===== src/rtl/ps2_mouse_pkg.sv =====
// Shared types and constants for the PS/2 motion magnitude block.
// Used by motion_mag_ctrl and mag_isqrt_step.
package ps2_mouse_pkg;

    localparam int MOVE_W     = 9;
    localparam int SUMSQ_W    = 18;
    localparam int ROOT_STEPS = 9;
    localparam int BIT_IDX_W  = 4;

    localparam logic [MOVE_W-1:0] SAT_Z = 9'h1FF;

    typedef enum logic [2:0] {
        IDLE,
        ABS,
        SUM,
        ROOT,
        OUT
    } mag_state_t;

    // Magnitude as an unsigned 9-bit value so that -256 maps to 256.
    function automatic logic [MOVE_W-1:0] abs_move(input logic [MOVE_W-1:0] v);
        return v[MOVE_W-1] ? (~v + 1'b1) : v;
    endfunction

endpackage


===== src/rtl/mag_isqrt_step.sv =====
// One restoring integer square-root step: trial-set a bit, keep it if trial^2 <= sum.
// Purely combinational; the iteration state lives in motion_mag_ctrl.
module mag_isqrt_step
    import ps2_mouse_pkg::*;
(
    input  logic [SUMSQ_W-1:0]   sum,
    input  logic [MOVE_W-1:0]    root,
    input  logic [BIT_IDX_W-1:0] bit_idx,
    output logic [MOVE_W-1:0]    root_next
);

    logic [MOVE_W-1:0]  trial;
    logic [SUMSQ_W-1:0] trial_wide;
    logic [SUMSQ_W-1:0] trial_sq;

    // 511^2 still fits in 18 bits, so the square never wraps.
    always_comb begin
        trial      = root | (MOVE_W'(1) << bit_idx);
        trial_wide = SUMSQ_W'(trial);
        trial_sq   = trial_wide * trial_wide;
        root_next  = (trial_sq <= sum) ? trial : root;
    end

endmodule


===== src/rtl/motion_mag_ctrl.sv =====
// Fixed-latency motion magnitude: out_z = floor(sqrt(x^2+y^2)) over an IDLE/ABS/SUM/ROOT/OUT FSM.
// Optional odometer accumulator enabled by defining MOTION_MAG_ODO_EN.
module motion_mag_ctrl
    import ps2_mouse_pkg::*;
#(
    parameter int ODO_W = 16
) (
    input  logic              clk,
    input  logic              rst,
    input  logic              in_valid,
    output logic              in_ready,
    input  logic [MOVE_W-1:0] in_x,
    input  logic [MOVE_W-1:0] in_y,
    input  logic              in_xovf,
    input  logic              in_yovf,
    output logic              out_valid,
    input  logic              out_ready,
    output logic [MOVE_W-1:0] out_z,
    output logic              out_sat,
    output logic [ODO_W-1:0]  odo,
    input  logic              odo_clr
);

    mag_state_t state;
    mag_state_t state_next;

    logic [MOVE_W-1:0]    x_r;
    logic [MOVE_W-1:0]    y_r;
    logic                 xovf_r;
    logic                 yovf_r;
    logic [MOVE_W-1:0]    mag_x;
    logic [MOVE_W-1:0]    mag_y;
    logic [SUMSQ_W-1:0]   sum_r;
    logic [MOVE_W-1:0]    root_r;
    logic [MOVE_W-1:0]    root_next;
    logic [BIT_IDX_W-1:0] bit_idx;
    logic [MOVE_W-1:0]    z_r;
    logic                 sat_r;
    logic                 handshake;

    mag_isqrt_step u_step (
        .sum       (sum_r),
        .root      (root_r),
        .bit_idx   (bit_idx),
        .root_next (root_next)
    );

    always_ff @(posedge clk) begin
        if (rst) begin
            state <= IDLE;
        end else begin
            state <= state_next;
        end
    end

    always_comb begin
        state_next = state;
        in_ready   = 1'b0;
        out_valid  = 1'b0;
        case (state)
            IDLE: begin
                in_ready = 1'b1;
                if (in_valid) begin
                    state_next = ABS;
                end
            end
            ABS:  state_next = SUM;
            SUM:  state_next = ROOT;
            ROOT: begin
                if (bit_idx == '0) begin
                    state_next = OUT;
                end
            end
            OUT: begin
                out_valid = 1'b1;
                if (out_ready) begin
                    state_next = IDLE;
                end
            end
            default: state_next = IDLE;
        endcase
    end

    assign handshake = (state == OUT) && out_ready;

    // Overflowed packets still walk the full root sequence so latency never depends on flags.
    always_ff @(posedge clk) begin
        if (rst) begin
            x_r     <= '0;
            y_r     <= '0;
            xovf_r  <= 1'b0;
            yovf_r  <= 1'b0;
            mag_x   <= '0;
            mag_y   <= '0;
            sum_r   <= '0;
            root_r  <= '0;
            bit_idx <= '0;
            z_r     <= '0;
            sat_r   <= 1'b0;
        end else begin
            case (state)
                IDLE: begin
                    if (in_valid) begin
                        x_r    <= in_x;
                        y_r    <= in_y;
                        xovf_r <= in_xovf;
                        yovf_r <= in_yovf;
                    end
                end
                ABS: begin
                    mag_x <= abs_move(x_r);
                    mag_y <= abs_move(y_r);
                end
                SUM: begin
                    sum_r   <= SUMSQ_W'(mag_x) * SUMSQ_W'(mag_x)
                             + SUMSQ_W'(mag_y) * SUMSQ_W'(mag_y);
                    root_r  <= '0;
                    bit_idx <= BIT_IDX_W'(ROOT_STEPS - 1);
                end
                ROOT: begin
                    root_r <= root_next;
                    if (bit_idx == '0) begin
                        z_r   <= (xovf_r || yovf_r) ? SAT_Z : root_next;
                        sat_r <= xovf_r || yovf_r;
                    end else begin
                        bit_idx <= bit_idx - 1'b1;
                    end
                end
                default: ;
            endcase
        end
    end

    assign out_z   = z_r;
    assign out_sat = sat_r;

`ifdef MOTION_MAG_ODO_EN
    localparam int ODO_SUM_W = ODO_W + 1;

    logic [ODO_W-1:0]     odo_r;
    logic [ODO_SUM_W-1:0] odo_sum;

    assign odo_sum = {1'b0, odo_r} + ODO_SUM_W'(z_r);

    // A clear on the same edge as a handshake discards that packet's distance.
    always_ff @(posedge clk) begin
        if (rst) begin
            odo_r <= '0;
        end else if (odo_clr) begin
            odo_r <= '0;
        end else if (handshake) begin
            odo_r <= odo_sum[ODO_W] ? '1 : odo_sum[ODO_W-1:0];
        end
    end

    assign odo = odo_r;
`else
    logic unused_odo_inputs;

    assign unused_odo_inputs = odo_clr ^ handshake;
    assign odo               = '0;
`endif

endmodule


===== config.mk =====
export PLATFORM = sky130hd
export DESIGN_NAME = motion_mag_ctrl
export DESIGN_NICKNAME = d
export VERILOG_FILES = /design/src/rtl/ps2_mouse_pkg.sv /design/src/rtl/mag_isqrt_step.sv /design/src/rtl/motion_mag_ctrl.sv
export SDC_FILE = /design/constraint.sdc
export NUM_CORES = 1
export LEC_CHECK = 0
export CORE_ASPECT_RATIO = 1.1
export CORE_MARGIN = 8
export CORE_UTILIZATION = 68
export CTS_CLUSTER_SIZE = 8
export DETAILED_ROUTE_END_ITERATION = 10
export GPL_ROUTABILITY_DRIVEN = 0
export PLACE_DENSITY = 0.89
export SKIP_CTS_REPAIR_TIMING = 1
export SLEW_MARGIN = 5
export SYNTH_ARGS = -nofsm -noshare
export SYNTH_HDL_FRONTEND = slang
export SYNTH_HIERARCHICAL = 1
export SYNTH_SLANG_ARGS = --single-unit

===== constraint.sdc =====
create_clock -name clk -period 18.8 [get_ports clk]
set_input_delay 2.82 -clock clk [delete_from_list [all_inputs] [get_ports clk]]
set_output_delay 2.82 -clock clk [all_outputs]
set_load 0.005 [all_outputs]

==> run_results.csv <==
group,metric,value,unit
power_and_ir_drop,combPwrFrac,37.2,%
critical_path,slowest_stage,"o21ai_0",
global_route,grt_pass1_vias,8720,
clock_network,numClockSinks,82,
placed_design,place.port_buffers,35,
floorplanning,dieArea,0.0202,mm^2
yosys,synthesis.area,0.0108,mm^2
critical_path,cp_cell_sequence,"nor2_1 > a21o_1 > inv_2 > nor2_1 > ha_1 > xor2_1 > fa_1 > inv_1 > fa_1 > inv_1 > fa_1 > inv_1 > ha_1 > or3_1 > o2111ai_1 > mux2i_1 > xnor2_1 > ha_1 > nand4_1 > o21ai_0 > a21oi_1 > nand3_1 > a21oi_1",
clock_network,clk_root_buffer_cell,"clkbuf_16",
cells_and_area,nets,1561,
clock_network,cts_buffers,9,
yosys,yosys_warnings,6,
global_route,antenna_found_initial,0,
yosys,synthCells,1295,
placed_design,place_ws,11.78,ns
yosys,synth_area_leaders,"fa_1 (24%), dfxtp_1 (15%), ha_1 (13%), inv_1 (8.1%), nand2_1 (4.5%)",
min_path,hp-start,"yovf_r$_SDFFE_PP0P_",
route,drt-initial-drc-count,541,
timing,hold_viol_final,0,
critical_path,worst-path-buf-inv,4,
yosys,ys_async_sr_fraction,0,%
route,drc,0,
power_and_ir_drop,clkPwrFrac,27.0,%
route,ant_nets,0,
timing,worst_slack,11.63,ns
floorplanning,die_y,148,um
yosys,synth.most_common_cell,"inv_1",
min_path,min_delay_path_depth,2,
route,vias,8569,
critical_path,critical_path_class,"flip-flop to flip-flop",
timing,hold_ws,0.451,ns
power_and_ir_drop,peakVddDrop,0.0557,mV
global_route,grt_max_degree,91,
critical_path,r2r_cells,23,
route,wl_per_cell,15.3,um
critical_path,reg2reg_to,"root_r[8]$_SDFFE_PP0P_",
yosys,ys_seq_area_share,15.2,%
power_and_ir_drop,intPower,0.000363,W
timing,max_slew_margin,27.2,%
power_and_ir_drop,power.total,0.000586,W
clock_network,clkTransAtPathRegs,0.06,ns
route,wl,22900,um
cells_and_area,synthToLayoutAreaGrowth,5.42,%
clock_network,htree_num_levels,3,
clock_network,clockBufferDepth,2,
critical_path,slowest_delay,0.85,ns
timing,clock-skew-final,0.00600,ns
timing,rsz0062_at_grt,"no",
cells_and_area,post-route-util,73.1,%
yosys,ys_ff_latch,82,
power_and_ir_drop,p_per_area,51.4,mW/mm^2
yosys,yosysTopAreaCell,"fa_1",
run,drv_cap,0,
timing,slew_viol_final,0,
yosys,synth_common_cells,"inv_1 (235), nand2_1 (129), fa_1 (128)",
floorplanning,die_w,136,um
timing,min_period,7.17,ns
yosys,synth_edf_count,0,
timing,setup-tns-final,0,ns
critical_path,cp-end-kind,"flip-flop",
yosys,yosysTopAreaCellShare,23.7,%
floorplanning,rows,48,
power_and_ir_drop,p_sw,0.000223,W
critical_path,cp_max_fo,9,
critical_path,rrSetupSlack,11.63,ns
critical_path,startpoint_type,"flip-flop",
yosys,avgSynthCellArea,8.36,um^2
critical_path,worstReg2RegStart,"bit_idx[0]$_SDFFE_PP0P_",
route,viasPerCell,5.73,
global_route,grt_util_all_layers,24.0,%
min_path,hold_class,"flip-flop to flip-flop",
global_route,grt_pass1_wl,39900,um
clock_network,worstSkewPairLatency,0.34,ns
critical_path,crit_required,18.98,ns
power_and_ir_drop,p_leak,5.54,nW
power_and_ir_drop,pwr-share-seq,35.8,%
floorplanning,pin_count,53,
timing,worstMarginPinSlew,1.09,ns
min_path,whs_endpoint,"yovf_r$_SDFFE_PP0P_",
clock_network,cts_tree,"built",
outcome,status,"finished clean",
cells_and_area,antenna_cells,0,
timing,finalCritPeriodShare,38.2,%
placed_design,dpl.hpwl,18200,um
route,first_pass_iters,5,
critical_path,cp.arrival,7.36,ns
power_and_ir_drop,swShare,38.0,%
timing,fmax,139,MHz
yosys,synth_ff_type,"dfxtp_1",
critical_path,cp_top_family,"adder cells",
global_route,gr-total-overflow,0,
floorplanning,core_area,0.0156,mm^2
timing,final-setup-viol-count,0,
floorplanning,start_util,69.4,%
yosys,ys_types,82,
cells_and_area,drive_gt1_share,4.32,%
-- cell type report --
cell class              count  area, um^2
repair buffers             37         360
flip-flops and latches     82        1640
clock inverters             4        30.0
fillers                  1146        4200
clock buffers              11         233
well taps                 200         250
inverters                 239         898
multi-input cells         923        8000
-- sequential cells by signal, summed over array words and instances (netlist names) --
register	count
sum_r	18
mag_x	9
mag_y	9
out_z	9
root_r	9
x_r	9
y_r	9
bit_idx	4
state	3
out_sat	1
xovf_r	1
yovf_r	1
-- metrics by stage --
stage	area [um^2]	instances
2_1_floorplan	10900	1310
4_1_cts	11400	1496
3_5_place_dp	11200	1481
6_report	11400	1496
5_1_grt	11400	1496
3_3_place_gp	11200	1481
-- routing by layer --
layer / GRT usage, % / share of wire [%] / up-vias
li1: - / - / 4147
met1: 30.2 / 43 / 4142
met2: 41.1 / 49 / 231
met3: 3.44 / 4.5 / 49
met4: 8.41 / 2.6 / 0
met5: 0 / 0 / -
-- kinds of logic after synthesis --
family | count (synthesis) | synth area share [%]
AOI/OAI and AO/OA | 226 | 14.5
xor gates and xnor gates | 50 | 4.04
adders and majority gates | 244 | 37.1
buffers and inverters | 305 | 11.5
DFF | 82 | 15.2
muxes | 11 | 1.06
other | 1 | 0.0346
and+or+nand+nor | 376 | 16.6
-- power by group through the flow --
stage / clock, W / combinational (W) / sequential [W]
2_1_floorplan: 0 / 0.000179 / 0.000199
3_3_place_gp: 0 / 0.000209 / 0.000212
3_5_place_dp: 0 / 0.000215 / 0.000213
4_1_cts: 0.000160 / 0.000218 / 0.000209
5_1_grt: 0.000167 / 0.000249 / 0.000212
6_report: 0.000158 / 0.000218 / 0.000210
-- worst max path at each step --
stage	startpoint	slack [ns]	cells past startpoint	to
finish	bit_idx[0]$_SDFFE_PP0P_	11.63	23	root_r[8]$_SDFFE_PP0P_
global route	bit_idx[0]$_SDFFE_PP0P_	11.25	24	root_r[8]$_SDFFE_PP0P_
CTS	bit_idx[0]$_SDFFE_PP0P_	11.76	26	out_z[8]$_SDFFE_PP0P_
detailed placement	bit_idx[3]$_SDFFE_PP0P_	11.78	25	out_z[8]$_SDFFE_PP0P_
global placement	bit_idx[3]$_SDFFE_PP0P_	11.95	25	out_z[8]$_SDFFE_PP0P_
floorplan	bit_idx[1]$_SDFFE_PP0P_	12.64	26	out_z[3]$_SDFFE_PP0P_
-- layout by cell type (no fill, tap or decap), types with 5 or more instances in the layout --
cell	Yosys	routed
or2_2	6	6
inv_1	235	235
a21o_1	20	20
nor3_1	11	11
o41ai_1	9	9
a21oi_1	84	84
nand3b_1	5	5
o21a_1	5	5
clkbuf_16	0	9
nor2_1	104	104
o21ai_1	5	5
clkdlybuf4s50_1	0	34
nor3b_1	5	5
xor2_1	22	22
fa_1	128	128
and2_1	41	41
dfxtp_1	82	82
nand2b_1	7	7
mux2i_1	7	7
nand3_1	19	19
a211oi_1	30	30
o31ai_1	6	6
o21ai_0	18	18
or3_1	5	5
nand2_1	129	129
ha_1	116	116
conb_1	1	16
nor2b_1	14	14
nand4_1	5	5
xnor2_1	28	28
-- worst register-to-register path, cell delays in order, from the launching register on --
cell and delay [ns]:
dfxtp_1 0.43, nor2_1 0.33, a21o_1 0.40, inv_2 0.15, nor2_1 0.20, ha_1 0.33
xor2_1 0.22, fa_1 0.54, inv_1 0.06, fa_1 0.54, inv_1 0.06, fa_1 0.52
inv_1 0.04, ha_1 0.24, or3_1 0.39, o2111ai_1 0.30, mux2i_1 0.27, xnor2_1 0.11
ha_1 0.31, nand4_1 0.18, o21ai_0 0.85, a21oi_1 0.31, nand3_1 0.19, a21oi_1 0.08
Note: power is estimated with default switching activity, not from simulation.
==> RTL change 1, RTL diff (config.mk and constraints unchanged) <==
Re-encode `mag_state_t` (5 states) as one-hot, 5 bits wide.
--- a/src/rtl/ps2_mouse_pkg.sv
+++ b/src/rtl/ps2_mouse_pkg.sv
@@ -11,8 +11,8 @@
 
-    typedef enum logic [2:0] {
-        IDLE,
-        ABS,
-        SUM,
-        ROOT,
-        OUT
+    typedef enum logic [4:0] {
+        IDLE = 5'b00001,
+        ABS  = 5'b00010,
+        SUM  = 5'b00100,
+        ROOT = 5'b01000,
+        OUT  = 5'b10000
     } mag_state_t;
Function: same outputs for any inputs over 10 cycles, from zero or initial values and one cycle with rst high; not proved beyond that.
==> RTL change 1 against the unedited design <==
- first-iteration DRC count is 14% lower
- setup slack better by 0.020 ns
- sequential cell count rose by 2
- final area up 0.47%
- wire length rose by 1.5%
- area after synthesis decreased by 0.25%
Power is not compared: it rests on default switching activity, and its combinational part moved more than twofold at a synthesized area within 25%.
==> RTL change 1: results (changes against the unedited design) <==
The fraction of met3 tracks used by global routing was 3.51% (+0.067 points). Summed over all cells, the static leakage comes to 0.00561 uW. The routing usage on met2 is 42.8% (+1.7 points).

The worst-margin pin slew was 1.03 ns (-0.0580 ns). The run finished with clean final reports. The average cell area after synthesis was 8.39 sq um (+0.29%); the count of placed standard cells including taps was 1480 (-0.068%). The H-tree depth was 3 (unchanged).

The run gives 9 (unchanged) as the total clock buffers created by CTS. Wire length on met1: 9700 um (-2.6%). The run gives 24.4% (+0.36 points) as the all-layer global routing usage. The tools report the master cell of the clock root buffer as sky130_fd_sc_hd__clkbuf_16. Slowest stage cell on the critical path: sky130_fd_sc_hd__o21ai_0. The placed wire-length estimate came out at 18500 um (+1.6%). For the worst clock skew, the log shows 0.00658 ns (+0.000581 ns). Sorting the synthesized cells by area gives the leading types as sky130_fd_sc_hd__fa_1 24%, sky130_fd_sc_hd__dfxtp_1 16%, sky130_fd_sc_hd__ha_1 13%.

The logs give 23200 um (+1.5%) for the total wire length after detailed routing and 15.6% (+0.41 points) for the sequential fraction of the synthesis area. The clock slew seen by the registers of the worst setup and hold paths is 0.06 ns (about the same). The logs give 1560 (-0.064%) for the final net count and 463 (-14%) for the first-iteration detailed-routing DRC count. The number of flip-flops in the largest register is 18 (unchanged), and the initial antenna violation count is 0 (unchanged).

The global routing met1 resource utilization is 30.3% (+0.089 points), and the share of synthesized registers carrying an async set or reset is 0% (unchanged). Flip-flop cell with the highest count after synthesis: sky130_fd_sc_hd__dfxtp_1. For the wire length of the first global-routing pass, the log shows 40600 um (+1.9%).

The switching part of the total was 30.4%; the clock insertion delay at the later pin of the skew report was 0.34 ns (about the same). The number of global-route vias before repair was 8912 (+2.2%); the routed via count was 8480 (-1.0%). The peak fanout along the critical path was 9 (unchanged).

The commonest cells after synthesis are 237 x sky130_fd_sc_hd__inv_1, 131 x sky130_fd_sc_hd__nand2_1, 128 x sky130_fd_sc_hd__fa_1, 116 x sky130_fd_sc_hd__ha_1, 116 x sky130_fd_sc_hd__nor2_1. The run gives 1100 (-4.0%) as the number of fillers in the final layout. The maximum number of pins on one net before global-route repair is 88 (-3.3%), and the sum of met3 wire segment lengths after detailed routing is 1270 um (+23%). For the worst slack after detailed placement, the log shows 11.84 ns (+0.0556 ns). The logs give 7.34 ns (-0.02 ns) for the data arrival time at the worst-slack endpoint and 11800 um (+4.2%) for the met2 wirelength from detailed routing. For the placement-stage cell area, the log shows 11100 sq um (about the same).

The fraction of final layout cells with drive strength greater than 1 came out at 5.02% (+0.69 points). Counting flops per register, the top entry is sum_r.
==> RTL change 1: changes by cell type in the layout (fill, tap and decap cells not counted), sizes merged, moves of 8 or more <==
cell | before | now
a21oi | 89 | 74
nor3 | 11 | 31
a211oi | 31 | 20
a22oi | 0 | 9
nor2 | 106 | 118
nand3 | 19 | 11
==> RTL change 1: kinds of logic after synthesis <==
| family | after synthesis | synth area share, % |
|---|---|---|
| AND/OR/NAND/NOR | 396 | 17.5 |
| buffers and inverters | 300 | 11.3 |
| adder cells (fa/ha/maj) | 244 | 37.2 |
| AO/OA/AOI/OAI | 198 | 13.0 |
| flip-flops | 84 | 15.6 |
| XOR/XNOR | 55 | 4.46 |
| multiplexers | 10 | 0.961 |
| other | 1 | 0.0347 |
==> RTL change 1: worst max-delay path, delay by kind of cell, from the launching register on <==
family                     cells  cell delay (ns)
adders and majority gates      6             2.61
AOI/OAI and AO/OA              5             2.03
and+or+nand+nor                6             1.06
DFF                            1             0.44
xor gates and xnor gates       2             0.33
buffers and inverters          4             0.29
muxes                          1             0.23
==> RTL change 1: area by class of cell <==
| class | count | area [sq um] | area share (%) |
|---|---|---|---|
| Timing Repair Buffer | 36 | 353 | 3.08 |
| Clock buffer | 9 | 225 | 1.96 |
| Sequential cell | 84 | 1680 | 14.7 |
| Multi-Input combinational cell | 919 | 7960 | 69.4 |
| Inverter | 241 | 906 | 7.90 |
| Clock inverter | 7 | 98.8 | 0.862 |
| Tap cell | 200 | 250 | 2.18 |
==> RTL change 1: worst paths after layout <==
check             startpoint        to  slack (ns)  cells after the start
setup / recovery  bit_idx[0]  out_z[3]       11.65                     24
hold / removal        yovf_r    yovf_r        0.45                      2
setup reg to reg  bit_idx[0]  out_z[3]       11.65                     24
hold reg to reg       yovf_r    yovf_r        0.45                      2
==> RTL change 2, RTL diff (same settings) <==
Without the edit above. The parameter `ODO_W` goes from 16 to 32.
--- a/src/rtl/motion_mag_ctrl.sv
+++ b/src/rtl/motion_mag_ctrl.sv
@@ -5,3 +5,3 @@
 #(
-    parameter int ODO_W = 16
+    parameter int ODO_W = 32
 ) (
Ports: changed (resized odo); port bits go from 53 to 69. No check against the original RTL was run, so the function may have changed too.
==> RTL change 2 against the unedited design <==
- final area up 0.75%
- setup slack improved by 0.19 ns
- sequential cell count unchanged
- combinational power rose by 2%
- sequential power barely moved
- wire length rose by 3.2%
- count of clock-buffer cells in the layout down 1
- area after synthesis rose by 1.1%
- total power up 2.3%
- largest power group unchanged
==> RTL change 2: results (changes against the unedited design) <==
The final net count was 1577 (+1.0%). The worst stage delay on the critical path came out at 0.61 ns (-0.24 ns). The slowest stage cell on the critical path is sky130_fd_sc_hd__and3_1. The run gives 15.0% (-0.17 points) as the sequential fraction of the synthesis area. For the routing usage on met2, the log shows 42.1% (+1.0 points). The average cell area after synthesis came out at 8.35 sq um (-0.12%). More flip-flops sit in one register than any other, and that register is sum_r.

For the wire length of the first global-routing pass, the log shows 40200 um (+0.87%). The sum of met3 wire segment lengths after detailed routing was 1150 um (+11%); the fraction of final layout cells with drive strength greater than 1 was 4.49% (+0.17 points). The number of multi-input logic gates was 939 (+1.7%). All-layer global routing usage: 24.0% (about the same).

Number of fillers in the final layout: 1157 (+0.96%). The run gives 0.0629 mV (+13%) as the worst supply voltage drop on vdd. The logs give 7.23 ns (-0.13 ns) for the data arrival time at the worst-slack endpoint and 11000 sq um (+1.1%) for the area of the mapped netlist. The switching power total was 231 uW (+3.4%); the clock-cell share of area was 2.50% (+0.20 points). The multi-input gate share of total cell area works out to 70.1% (about the same). The worst-margin pin slew was 1.12 ns (+0.0271 ns). For the first-iteration detailed-routing DRC count, the log shows 534 (-1.3%). The number of standard cells in the layout, taps in and fillers out is 1513 (+1.1%). The number of flip-flops in the largest register works out to 18 (unchanged).

Total wire length after detailed routing: 23600 um (+3.2%). The flow ran to the end, and the final reports show no timing, DRC or antenna violations. The fraction of met3 tracks used by global routing came out at 3.03% (-0.41 points). The fraction of cell area in non-clock buffers was 3.13% (-0.023 points); the global routing met1 resource utilization was 29.5% (-0.66 points).

In the post-synthesis netlist, the biggest area contributors are sky130_fd_sc_hd__fa_1 23%, sky130_fd_sc_hd__dfxtp_1 15%, sky130_fd_sc_hd__ha_1 13%. The placed wire-length estimate is 19000 um (+4.1%), and the wire length on met1 is 9810 um (-1.5%). Peak fanout along the critical path: 18 (+9). The static leakage is 0.00562 uW (+1.5%). The worst clock skew is 0.00798 ns (+0.00198 ns).
==> RTL change 2: cell families (layout without fill, tap and decap cells) <==
family | after synthesis | in the layout | share of synthesized area (%)
AO/OA/AOI/OAI | 226 | 226 | 14.4
flip-flops | 82 | 82 | 15.0
buffers and inverters | 321 | 292 | 12.5
adder cells (fa/ha/maj) | 244 | 244 | 36.7
other | 1 | 32 | 0.0342
multiplexers | 11 | 11 | 1.05
AND/OR/NAND/NOR | 376 | 376 | 16.4
XOR/XNOR | 50 | 50 | 4.00
==> RTL change 2: power groups by stage <==
stage | sequential (uW) | clock (uW) | combinational (uW)
finish | 210 | 168 | 222
global route | 212 | 178 | 251
CTS | 209 | 170 | 221
detailed placement | 213 | 0 | 219
global placement | 212 | 0 | 211
floorplan | 199 | 0 | 182
==> RTL change 2: worst paths after layout <==
path              endpoint  slack [ns]  cells after the start
setup / recovery  out_z[5]       11.81                     26
hold / removal      xovf_r        0.45                      2
setup reg to reg  out_z[5]       11.81                     26
hold reg to reg     xovf_r        0.45                      2
